File: config.mk
export PLATFORM = sky130hd
export DESIGN_NAME = ysyx_22050854_imm_enc_flat
export DESIGN_NICKNAME = d
export VERILOG_FILES = /design/src/rtl/ysyx_22050854_imm_enc_if.sv /design/src/rtl/ysyx_22050854_imm_enc.sv /design/src/flat_wrapper.sv
export SDC_FILE = /design/constraint.sdc
export NUM_CORES = 1
export LEC_CHECK = 0
export BUFFER_PORTS_ARGS = -buffer_cell sky130_fd_sc_hd__buf_2
export CORE_MARGIN = 5
export CORE_UTILIZATION = 40
export CTS_BUF_LIST = sky130_fd_sc_hd__clkbuf_2
export CTS_CLUSTER_DIAMETER = 40
export DETAILED_ROUTE_END_ITERATION = 16
export PLACE_DENSITY = 0.72
export SLEW_MARGIN = 15
export SYNTH_ARGS = -nofsm -noshare
export SYNTH_HDL_FRONTEND = slang
export SYNTH_SLANG_ARGS = --single-unit
File: constraint.sdc
create_clock -name clk -period 2.1 [get_ports clk]
set_clock_uncertainty 0.2 [all_clocks]
set_input_delay 0.42 -clock clk [delete_from_list [all_inputs] [get_ports clk]]
set_output_delay 0.42 -clock clk [all_outputs]
set_load 0.02 [all_outputs]
File: src/rtl/ysyx_22050854_imm_enc_if.sv
// Request/response bus of the immediate encoder.
// slave  : the encoder's view (takes requests, produces results)
// master : the requester/consumer view
interface ysyx_22050854_imm_enc_if;
    // Request side
    logic        in_valid;
    logic        in_ready;
    logic [31:0] base;
    logic [2:0]  ExtOP;
    logic [63:0] imm;
    // Result side
    logic        out_valid;
    logic        out_ready;
    logic [31:0] instr;
    logic        out_err;

    modport slave (
        input  in_valid,
        input  base,
        input  ExtOP,
        input  imm,
        input  out_ready,
        output in_ready,
        output out_valid,
        output instr,
        output out_err
    );

    modport master (
        output in_valid,
        output base,
        output ExtOP,
        output imm,
        output out_ready,
        input  in_ready,
        input  out_valid,
        input  instr,
        input  out_err
    );
endinterface

File: src/rtl/ysyx_22050854_imm_enc.sv
// Immediate encoder: inserts a signed immediate into the immediate fields of
// a RISC-V instruction template, flagging values the format cannot hold.
// Two-stage elastic pipeline:
//   stage 1 holds the request and its range-check result,
//   stage 2 holds the encoded instruction and the error flag.
// Optional: define IMM_ENC_ERRCNT_EN to add a saturating 16-bit err_cnt output
// counting transfers that carried out_err=1.
module ysyx_22050854_imm_enc (
    input  logic                        clk,
    input  logic                        rst_n,
    ysyx_22050854_imm_enc_if.slave      bus
`ifdef IMM_ENC_ERRCNT_EN
    ,
    output logic [15:0]                 err_cnt
`endif
);

    // Immediate format codes
    localparam logic [2:0] OpI      = 3'b000;
    localparam logic [2:0] OpU      = 3'b001;
    localparam logic [2:0] OpS      = 3'b010;
    localparam logic [2:0] OpB      = 3'b011;
    localparam logic [2:0] OpJ      = 3'b100;
    localparam logic [2:0] OpCoushu = 3'b101;

    // Stage 1 state
    logic        s1_valid_q;
    logic [31:0] s1_base_q;
    logic [2:0]  s1_op_q;
    logic [31:0] s1_imm_q;   // bits above 31 are only needed for the range check
    logic        s1_err_q;

    // Stage 2 state
    logic        s2_valid_q;
    logic [31:0] s2_instr_q;
    logic        s2_err_q;

    // Handshake
    logic        s2_load_ok;
    logic        s1_load_ok;
    logic        in_fire;
    logic        out_fire;

    // Range check / encoding
    logic        sext_ok_11;
    logic        sext_ok_12;
    logic        sext_ok_20;
    logic        sext_ok_31;
    logic        range_err;
    logic [31:0] enc_instr;

    // A stage may load when it is empty or its contents leave this cycle.
    // in_ready therefore depends only on stage state and out_ready.
    assign s2_load_ok = !s2_valid_q || bus.out_ready;
    assign s1_load_ok = !s1_valid_q || s2_load_ok;

    assign in_fire    = bus.in_valid && s1_load_ok;
    assign out_fire   = s2_valid_q && bus.out_ready;

    assign bus.in_ready  = s1_load_ok;
    assign bus.out_valid = s2_valid_q;
    assign bus.instr     = s2_instr_q;
    assign bus.out_err   = s2_err_q;

    // imm fits in N+1 signed bits when imm[63:N] is a pure sign extension
    assign sext_ok_11 = (&bus.imm[63:11]) || !(|bus.imm[63:11]);
    assign sext_ok_12 = (&bus.imm[63:12]) || !(|bus.imm[63:12]);
    assign sext_ok_20 = (&bus.imm[63:20]) || !(|bus.imm[63:20]);
    assign sext_ok_31 = (&bus.imm[63:31]) || !(|bus.imm[63:31]);

    // Range check of the incoming request; illegal formats always error
    always_comb begin
        range_err = 1'b1;
        case (bus.ExtOP)
            OpI, OpS: range_err = !sext_ok_11;
            OpU:      range_err = (|bus.imm[11:0]) || !sext_ok_31;
            OpB:      range_err = bus.imm[0] || !sext_ok_12;
            OpJ:      range_err = bus.imm[0] || !sext_ok_20;
            OpCoushu: range_err = |bus.imm[63:7];
            default:  range_err = 1'b1;
        endcase
    end

    // Stage 1 register: request plus range-check result
    always_ff @(posedge clk or negedge rst_n) begin
        if (!rst_n) begin
            s1_valid_q <= 1'b0;
            s1_base_q  <= 32'h0;
            s1_op_q    <= 3'b000;
            s1_imm_q   <= 32'h0;
            s1_err_q   <= 1'b0;
        end else if (s1_load_ok) begin
            s1_valid_q <= bus.in_valid;
            if (in_fire) begin
                s1_base_q <= bus.base;
                s1_op_q   <= bus.ExtOP;
                s1_imm_q  <= bus.imm[31:0];
                s1_err_q  <= range_err;
            end
        end
    end

    // Overwrite only the immediate fields of the template; truncation is
    // applied even when the range check failed
    always_comb begin
        enc_instr = s1_base_q;
        case (s1_op_q)
            OpI: begin
                enc_instr[31:20] = s1_imm_q[11:0];
            end
            OpU: begin
                enc_instr[31:12] = s1_imm_q[31:12];
            end
            OpS: begin
                enc_instr[31:25] = s1_imm_q[11:5];
                enc_instr[11:7]  = s1_imm_q[4:0];
            end
            OpB: begin
                enc_instr[31]    = s1_imm_q[12];
                enc_instr[7]     = s1_imm_q[11];
                enc_instr[30:25] = s1_imm_q[10:5];
                enc_instr[11:8]  = s1_imm_q[4:1];
            end
            OpJ: begin
                enc_instr[31]    = s1_imm_q[20];
                enc_instr[19:12] = s1_imm_q[19:12];
                enc_instr[20]    = s1_imm_q[11];
                enc_instr[30:21] = s1_imm_q[10:1];
            end
            OpCoushu: begin
                enc_instr[6:0]   = s1_imm_q[6:0];
            end
            default: begin
                enc_instr = s1_base_q;
            end
        endcase
    end

    // Stage 2 register: encoded result, held while the consumer stalls
    always_ff @(posedge clk or negedge rst_n) begin
        if (!rst_n) begin
            s2_valid_q <= 1'b0;
            s2_instr_q <= 32'h0;
            s2_err_q   <= 1'b0;
        end else if (s2_load_ok) begin
            s2_valid_q <= s1_valid_q;
            if (s1_valid_q) begin
                s2_instr_q <= enc_instr;
                s2_err_q   <= s1_err_q;
            end
        end
    end

`ifdef IMM_ENC_ERRCNT_EN
    logic [15:0] err_cnt_q;

    // Count errored transfers, sticking at all-ones
    always_ff @(posedge clk or negedge rst_n) begin
        if (!rst_n) begin
            err_cnt_q <= 16'h0;
        end else if (out_fire && s2_err_q && (err_cnt_q != 16'hFFFF)) begin
            err_cnt_q <= err_cnt_q + 16'd1;
        end
    end

    assign err_cnt = err_cnt_q;
`else
    // Only the optional counter consumes the transfer strobe
    logic unused_out_fire;
    assign unused_out_fire = out_fire;
`endif

endmodule

File: src/flat_wrapper.sv
// flat-port wrapper written by rule: the top's interface ports become plain ports
module ysyx_22050854_imm_enc_flat 
  (clk, rst_n, bus_in_valid, bus_base, bus_ExtOP, bus_imm, bus_out_ready, bus_in_ready, bus_out_valid, bus_instr, bus_out_err);
  ysyx_22050854_imm_enc_if bus_i ();
  input  logic clk;
  input  logic rst_n;
  input wire logic [$bits(bus_i.in_valid)-1:0] bus_in_valid;
  input wire logic [$bits(bus_i.base)-1:0] bus_base;
  input wire logic [$bits(bus_i.ExtOP)-1:0] bus_ExtOP;
  input wire logic [$bits(bus_i.imm)-1:0] bus_imm;
  input wire logic [$bits(bus_i.out_ready)-1:0] bus_out_ready;
  output wire logic [$bits(bus_i.in_ready)-1:0] bus_in_ready;
  output wire logic [$bits(bus_i.out_valid)-1:0] bus_out_valid;
  output wire logic [$bits(bus_i.instr)-1:0] bus_instr;
  output wire logic [$bits(bus_i.out_err)-1:0] bus_out_err;
  assign bus_i.in_valid = bus_in_valid;
  assign bus_i.base = bus_base;
  assign bus_i.ExtOP = bus_ExtOP;
  assign bus_i.imm = bus_imm;
  assign bus_i.out_ready = bus_out_ready;
  assign bus_in_ready = bus_i.in_ready;
  assign bus_out_valid = bus_i.out_valid;
  assign bus_instr = bus_i.instr;
  assign bus_out_err = bus_i.out_err;
  ysyx_22050854_imm_enc u_core (.clk(clk), .rst_n(rst_n), .bus(bus_i));
endmodule
==> results of run 1 <==
-- state kept, by name, indices dropped and copies added, names as in the netlist --
register	flops
u_core.bus.out_valid	1
u_core.bus.instr	32
u_core.s1_err_q	1
u_core.s1_imm_q	32
u_core.s1_op_q	3
u_core.s1_base_q	32
u_core.s1_valid_q	1
u_core.bus.out_err	1
-- repair_timing --
| action | 4_1_cts | 5_1_grt |
|---|---|---|
| endpoints found under the hold margin | 129 | 0 |
| gates resized for setup | 0 | 4 |
| buffers inserted | 0 | 1 |
| setup endpoints to repair | 0 | 3 |
| hold buffers | 71 | 0 |
-- stage by stage --
step | setup TNS (ns) | std cells | utilization [%] | setup WS (ns) | hold slack (ns)
2_1_floorplan | 0 | 502 | - | 0.136 | -0.0756
3_3_place_gp | -0.0578 | 784 | 49.1 | -0.0578 | 0.253
3_5_place_dp | -0.109 | 784 | 49.1 | -0.109 | 0.257
4_1_cts | 0 | 868 | 55.7 | 0.00504 | 0.119
5_1_grt | 0 | 869 | 55.9 | 0.00636 | 0.156
6_report | 0 | 869 | 55.9 | 0.0437 | 0.146
-- worst max-delay path: stages --
cell	delay, ns
dlygate4sd3_1	0.53
buf_2	0.16
nor4_1	0.33
and3_2	0.31
nand4_2	0.14
o41ai_2	0.29
o211ai_1	0.14
-- cell type report --
| cell class | instances | share of cell area, % |
|---|---|---|
| Clock buffer | 9 | 0.674 |
| Clock inverter | 4 | 0.393 |
| Inverter | 3 | 0.168 |
| Multi-Input combinational cell | 368 | 32.6 |
| Sequential cell | 103 | 38.6 |
| Tap cell | 147 | 2.75 |
| Timing Repair Buffer | 235 | 24.9 |
-- power by group through the flow --
stage / registers, mW / logic [mW] / clock network (mW)
2_1_floorplan: 2.75 / 0.680 / 0
3_3_place_gp: 2.60 / 1.40 / 0
3_5_place_dp: 2.62 / 1.44 / 0
4_1_cts: 2.58 / 1.54 / 0.792
5_1_grt: 2.63 / 1.69 / 0.862
6_report: 2.58 / 1.55 / 0.764
-- path summary, 6_finish.rpt --
check                                     start              endpoint  slack (ns)
setup reg to reg              u_core.s1_op_q[2]  u_core.bus.instr[20]        0.08
min in group clk                    bus_imm[63]       u_core.s1_err_q        0.22
setup / recovery                    bus_imm[20]       u_core.s1_err_q        0.04
hold / removal                            rst_n  u_core.bus.instr[24]        0.15
hold reg to reg            u_core.bus.instr[14]  u_core.bus.instr[14]        0.31
max in group asynchronous                 rst_n  u_core.bus.instr[11]        0.94
-- cells in the final DEF, fill, tap and decap left out, types with 2 or more instances in the layout --
cell / instances
clkbuf_2: 9
nor2_2: 2
nor4_1: 13
nor4_4: 2
o21ai_1: 2
o22ai_1: 2
nand3_1: 3
buf_4: 23
o21ai_0: 32
nand2b_1: 5
o211ai_1: 2
clkinv_4: 2
a22o_1: 22
inv_1: 3
nor4_2: 4
nor2_1: 10
nor2b_1: 2
nand2_1: 168
mux2i_1: 20
dlygate4sd3_1: 71
mux2_2: 32
nand4_1: 13
a21oi_1: 17
buf_12: 5
buf_2: 136
dfrtp_1: 103
nand3b_1: 2
-- routing by layer --
layer | part of all wire (%) | up-vias | wire length [um] | track usage (%)
met3 | 5.3 | 24 | 753 | 3.55
met1 | 45 | 2131 | 6370 | 26.6
li1 | - | 2177 | - | -
met5 | 0 | - | 0 | 0
met4 | 2.3 | 0 | 331 | 7.44
met2 | 48 | 146 | 6840 | 33.1
-- kinds of logic (layout without fill, tap and decap cells) --
family          after synthesis  count (layout)
mux                          52              52
buf+inv                      31             251
compound gates               84              84
flops                       103             103
xor+xnor                      1               1
simple gates                231             231
==> results.ini, run 1 <==
[outcome]
status = finished clean

[die]
row_count = 40
start_util_pct = 40.6
die-area_um2 = 14500
io-pin-count = 138
die_x_um = 120
die_height_um = 120
coreArea_um2 = 12000

[timing]
period_minus_slack_ns = 2.06
worst_pin_slew_ns = 0.583
finalHoldViolCount = 0
setup_violations = 0
rsz0062_at_grt = no
drv_slew = 0
post-route-period-util_pct = 97.9
slew-limit-headroom_pct = 61.1
fmax_mhz = 486

[global_route]
track_usage_pct = 20.1
grt_pass1_wl_um = 23200
grt_max_degree = 43
overflow = 0
grt_pass1_vias = 4678
antenna_found_initial = 0

[synth]
synth_top_area_share_pct = 53.1
synth-compound-area-share_pct = 11.2
syn_inst = 502
synth_xor_area_share_pct = 0.180
yosysTopAreaCell = dfrtp_1
synth-warning-count = 0
synth_fp_nets = 605
synth_flop_cell = dfrtp_1
ys_async_sr_fraction_pct = 100
synth-simple-area-share_pct = 21.4
ys_seq_area_share_pct = 53.1
synth_fa_ha_area_share_pct = 0
muxShareOfSynthArea_pct = 11.5
synth_seq_cells = 103
avgSynthCellArea_um2 = 9.68
synth_top_family_by_area = simple AND/OR/NAND/NOR gates
synth_edf_count = 0
synth_common_cells = nand2_1, dfrtp_1, mux2_2, o21ai_0, a22o_1
ys_types = 37
netlist_area_um2 = 4860
yosysMostFrequentCell = nand2_1
ys_top_cells_by_area = dfrtp_1, nand2_1, mux2_2

[routing]
ant_nets = 0
firstDrtPassIters = 4
drc = 0
avgRoutedWirePerCell_um = 16.5
routed_wirelength_um = 14300
vias = 4478
viasPerCell = 5.15
drtIter0Drc = 327

[worst_setup_path]
crit_required_ns = 2.36
critical_path.endpoint_type = flop
cp_max_fo = 3
critPathArrivalTime_ns = 2.32
r2r_cells = 4
crit_type = primary input to flop
startpoint_type = primary input

[finish]
diodes = 0
regArea_um2 = 2580
syn_to_final_growth_pct = 37.6
multi_input_area_um2 = 2180
fill_cells = 1025
final_net_count = 823
design_area_um2 = 6690
drive_above_1_share_pct = 30.7

[power]
comb_power_share_pct = 31.6
power_density_nw_per_um2 = 731
clkPwrFrac_pct = 15.6
switching_share_pct = 35.3
leakage_nw = 3.30
seqPwrFrac_pct = 52.8
ir_drop_mv = 0.278
switchingPower_mw = 1.72
power.total_mw = 4.89
power.internal_mw = 3.16

[clock_network]
clock-root-buffer = clkbuf_2
clockBufferDepth = 2
clk_pin_slew_ns = 0.27
h-tree-depth = 3
numCtsBuffers = 9
cts_tree = done
cts_sinks = 103
clk_latency_ns = 0.57

[place]
hpwl_um = 10300
placed_area_um2 = 5880
globalplace.congestion = 0.873
portBuffers = 137

[hold_path]
hp-class = primary input to asynchronous set/reset pin

[run]
maxCapViolCount = 0

Power figures use the tool's default switching activity.
==> run 2, diff against run 1 <==
Settings changed: BUFFER_PORTS_ARGS -buffer_cell sky130_fd_sc_hd__buf_2 to unset, CORE_ASPECT_RATIO set to 0.6, CORE_MARGIN 5 to unset, DONT_BUFFER_PORTS set to 1, PLACE_DENSITY 0.72 to 0.62.
==> run 2 against run 1 <==
Net effect:
- the run now ends with negative hold slack left
- combinational power fell by 37%
- sequential cell count did not move
- first-iteration DRC count fell by 8.9%
- final cell count fell by 13%
- sequential share of layout area rose by 3.6 points
- setup slack improved by 0.043 ns
- maximum frequency rose by 2.1%
- worst hold slack got worse by 0.90 ns
- die area fell by 13%
- critical path type is now flop to output port
==> results.ini, run 2 (synthesis gave the netlist of run 1 again) <==
[routing]
wl_met3_um = 1430  ; +90%
drtIter0Drc = 298  ; -8.9%
viasPerCell = 5.42  ; +5.2%
drc = 0  ; unchanged
drt-met1-wl_um = 6410  ; +0.63%
firstDrtPassIters = 5  ; +1
highest_layer = met4
route.met2.wl_um = 6320  ; -7.6%
avgRoutedWirePerCell_um = 18.9  ; +15%
routed_wirelength_um = 14300  ; +0.13%
ant_nets = 0  ; unchanged
vias = 4110  ; -8.2%

[timing]
fmax_mhz = 497  ; +2.1%
setup_tns_ns = 0  ; unchanged
hold_ws_ns = -0.754  ; -0.900 ns
worst_pin_slew_ns = 0.649  ; +0.0653 ns
post-route-period-util_pct = 95.9  ; -2.1 points
period_minus_slack_ns = 2.01  ; -0.0432 ns
finalHoldViolCount = 103  ; +103
drv_slew = 0  ; unchanged
slew-limit-headroom_pct = 56.7  ; -4.4 points
setup_violations = 0  ; unchanged
rsz0062_at_grt = yes

[global_route]
overflow = 0  ; unchanged
grt_pass1_vias = 4319  ; -7.7%
antenna_found_initial = 1  ; +1
grt_max_degree = 104  ; +140%
grt_pass1_wl_um = 22700  ; -1.8%
track_usage_pct = 24.4  ; +4.3 points

[clock_network]
ctsHoldBuffers = 87  ; +23%
numCtsBuffers = 9  ; unchanged
clk_pin_slew_ns = 0.30  ; +0.03 ns
h-tree-depth = 3  ; unchanged
cts_sinks = 103  ; unchanged
clk_latency_ns = 0.62  ; +0.05 ns
cts_tree = done
postCtsSetupBuffers = 0  ; unchanged
clockBufferDepth = 2  ; unchanged
clock-root-buffer = clkbuf_2

[die]
start_util_pct = 42.0  ; +1.4 points
row_count = 30  ; -25%
io-pin-count = 138  ; unchanged
die_height_um = 87.4  ; -27%
die-area_um2 = 12600  ; -13%
coreArea_um2 = 11600  ; -3.3%
die_x_um = 144  ; +20%

[worst_setup_path]
crit_required_ns = 1.48  ; -0.88 ns
cp_top_family = flip-flops
crit_chain = nand3b_1 -> buf_6
cp_max_fo = 3  ; unchanged
crit_type = flop to output port
worstReg2RegStart = u_core.s1_op_q[2]
critical_path.endpoint_type = output port
cp_slowest_cell = dfrtp_2
slowest_delay_ns = 0.52  ; about the same
critPathBufInv = 1  ; -1
startpoint_type = flop
critPathArrivalTime_ns = 1.39  ; -0.93 ns
critPathLaunch = u_core.bus.out_valid

[outcome]
violations = negative hold slack
status = complete, but fails checks

[place]
hpwl_um = 9580  ; -7.1%
globalplace.congestion = 0.893  ; +2.4%
portBuffers = 0  ; -100%

[finish]
final_common_cell = nand2_1
layout_common_cells = nand2_1, dfrtp_1, dlygate4sd3_1, mux2_2, o21ai_0
fill_cells = 1038  ; +1.3%
utilization_pct = 52.9  ; -3.0 points
final_net_count = 695  ; -16%
drive_above_1_share_pct = 13.6  ; -17 points
syn_to_final_growth_pct = 25.8

[hold_path]
hp-class = primary input to asynchronous set/reset pin

[power]
leakage_nw = 2.77  ; -16%
ir_drop_mv = 0.357  ; +28%
power_density_nw_per_um2 = 788  ; +7.7%

[run]
maxCapViolCount = 0  ; unchanged

## run 2: layer usage
layer | vias up | global-route usage (%)
li1 | 1926 | -
met1 | 1977 | 32.1
met2 | 192 | 38.2
met3 | 15 | 8.91
met4 | 0 | 5.45
met5 | - | 0
## run 2: what timing repair did
| action | in CTS | in global routing |
|---|---|---|
| setup endpoints to repair | 0 | 12 |
| endpoints found under the hold margin | 173 | 103 |
| gates resized for setup | 0 | 4 |
## run 2: final timing paths
path	to	slack, ns	depth (start not counted)
setup / recovery	bus_in_ready	0.09	2
hold / removal	u_core.bus.instr[14]	-0.75	0
setup reg to reg	u_core.bus.instr[30]	0.10	4
hold reg to reg	u_core.s1_base_q[11]	0.32	2
max in group asynchronous	u_core.bus.instr[11]	2.27	0
min in group clk	u_core.s1_err_q	0.06	4
## run 2: layout make-up
type | instances | area [um2] | share of cell area (%)
tap | 160 | 200 | 3.28
clock buffer | 9 | 45.0 | 0.737
timing repair buffer | 107 | 1040 | 17.0
antenna | 1 | 2.50 | 0.0410
inverter | 3 | 11.3 | 0.184
clock inverter | 7 | 72.6 | 1.19
multi-input combinational | 368 | 2160 | 35.4
sequential | 103 | 2580 | 42.2
## run 2: where the power goes
part | internal (mW) | switching, mW
Clock | 0.278 | 0.698
Combinational | 0.518 | 0.462
Sequential | 2.33 | 0.530
Total | 3.12 | 1.69
## run 2: metrics by stage
stage	setup slack (ns)	power, mW	instance area (um2)	std cells
6_report	0.0869	4.81	6110	758
4_1_cts	0.00779	4.83	6100	757
2_1_floorplan	0.136	3.43	4860	502
3_3_place_gp	0.0331	3.69	5110	654
5_1_grt	-0.0317	5.11	6110	758
3_5_place_dp	-0.0792	3.72	5110	654
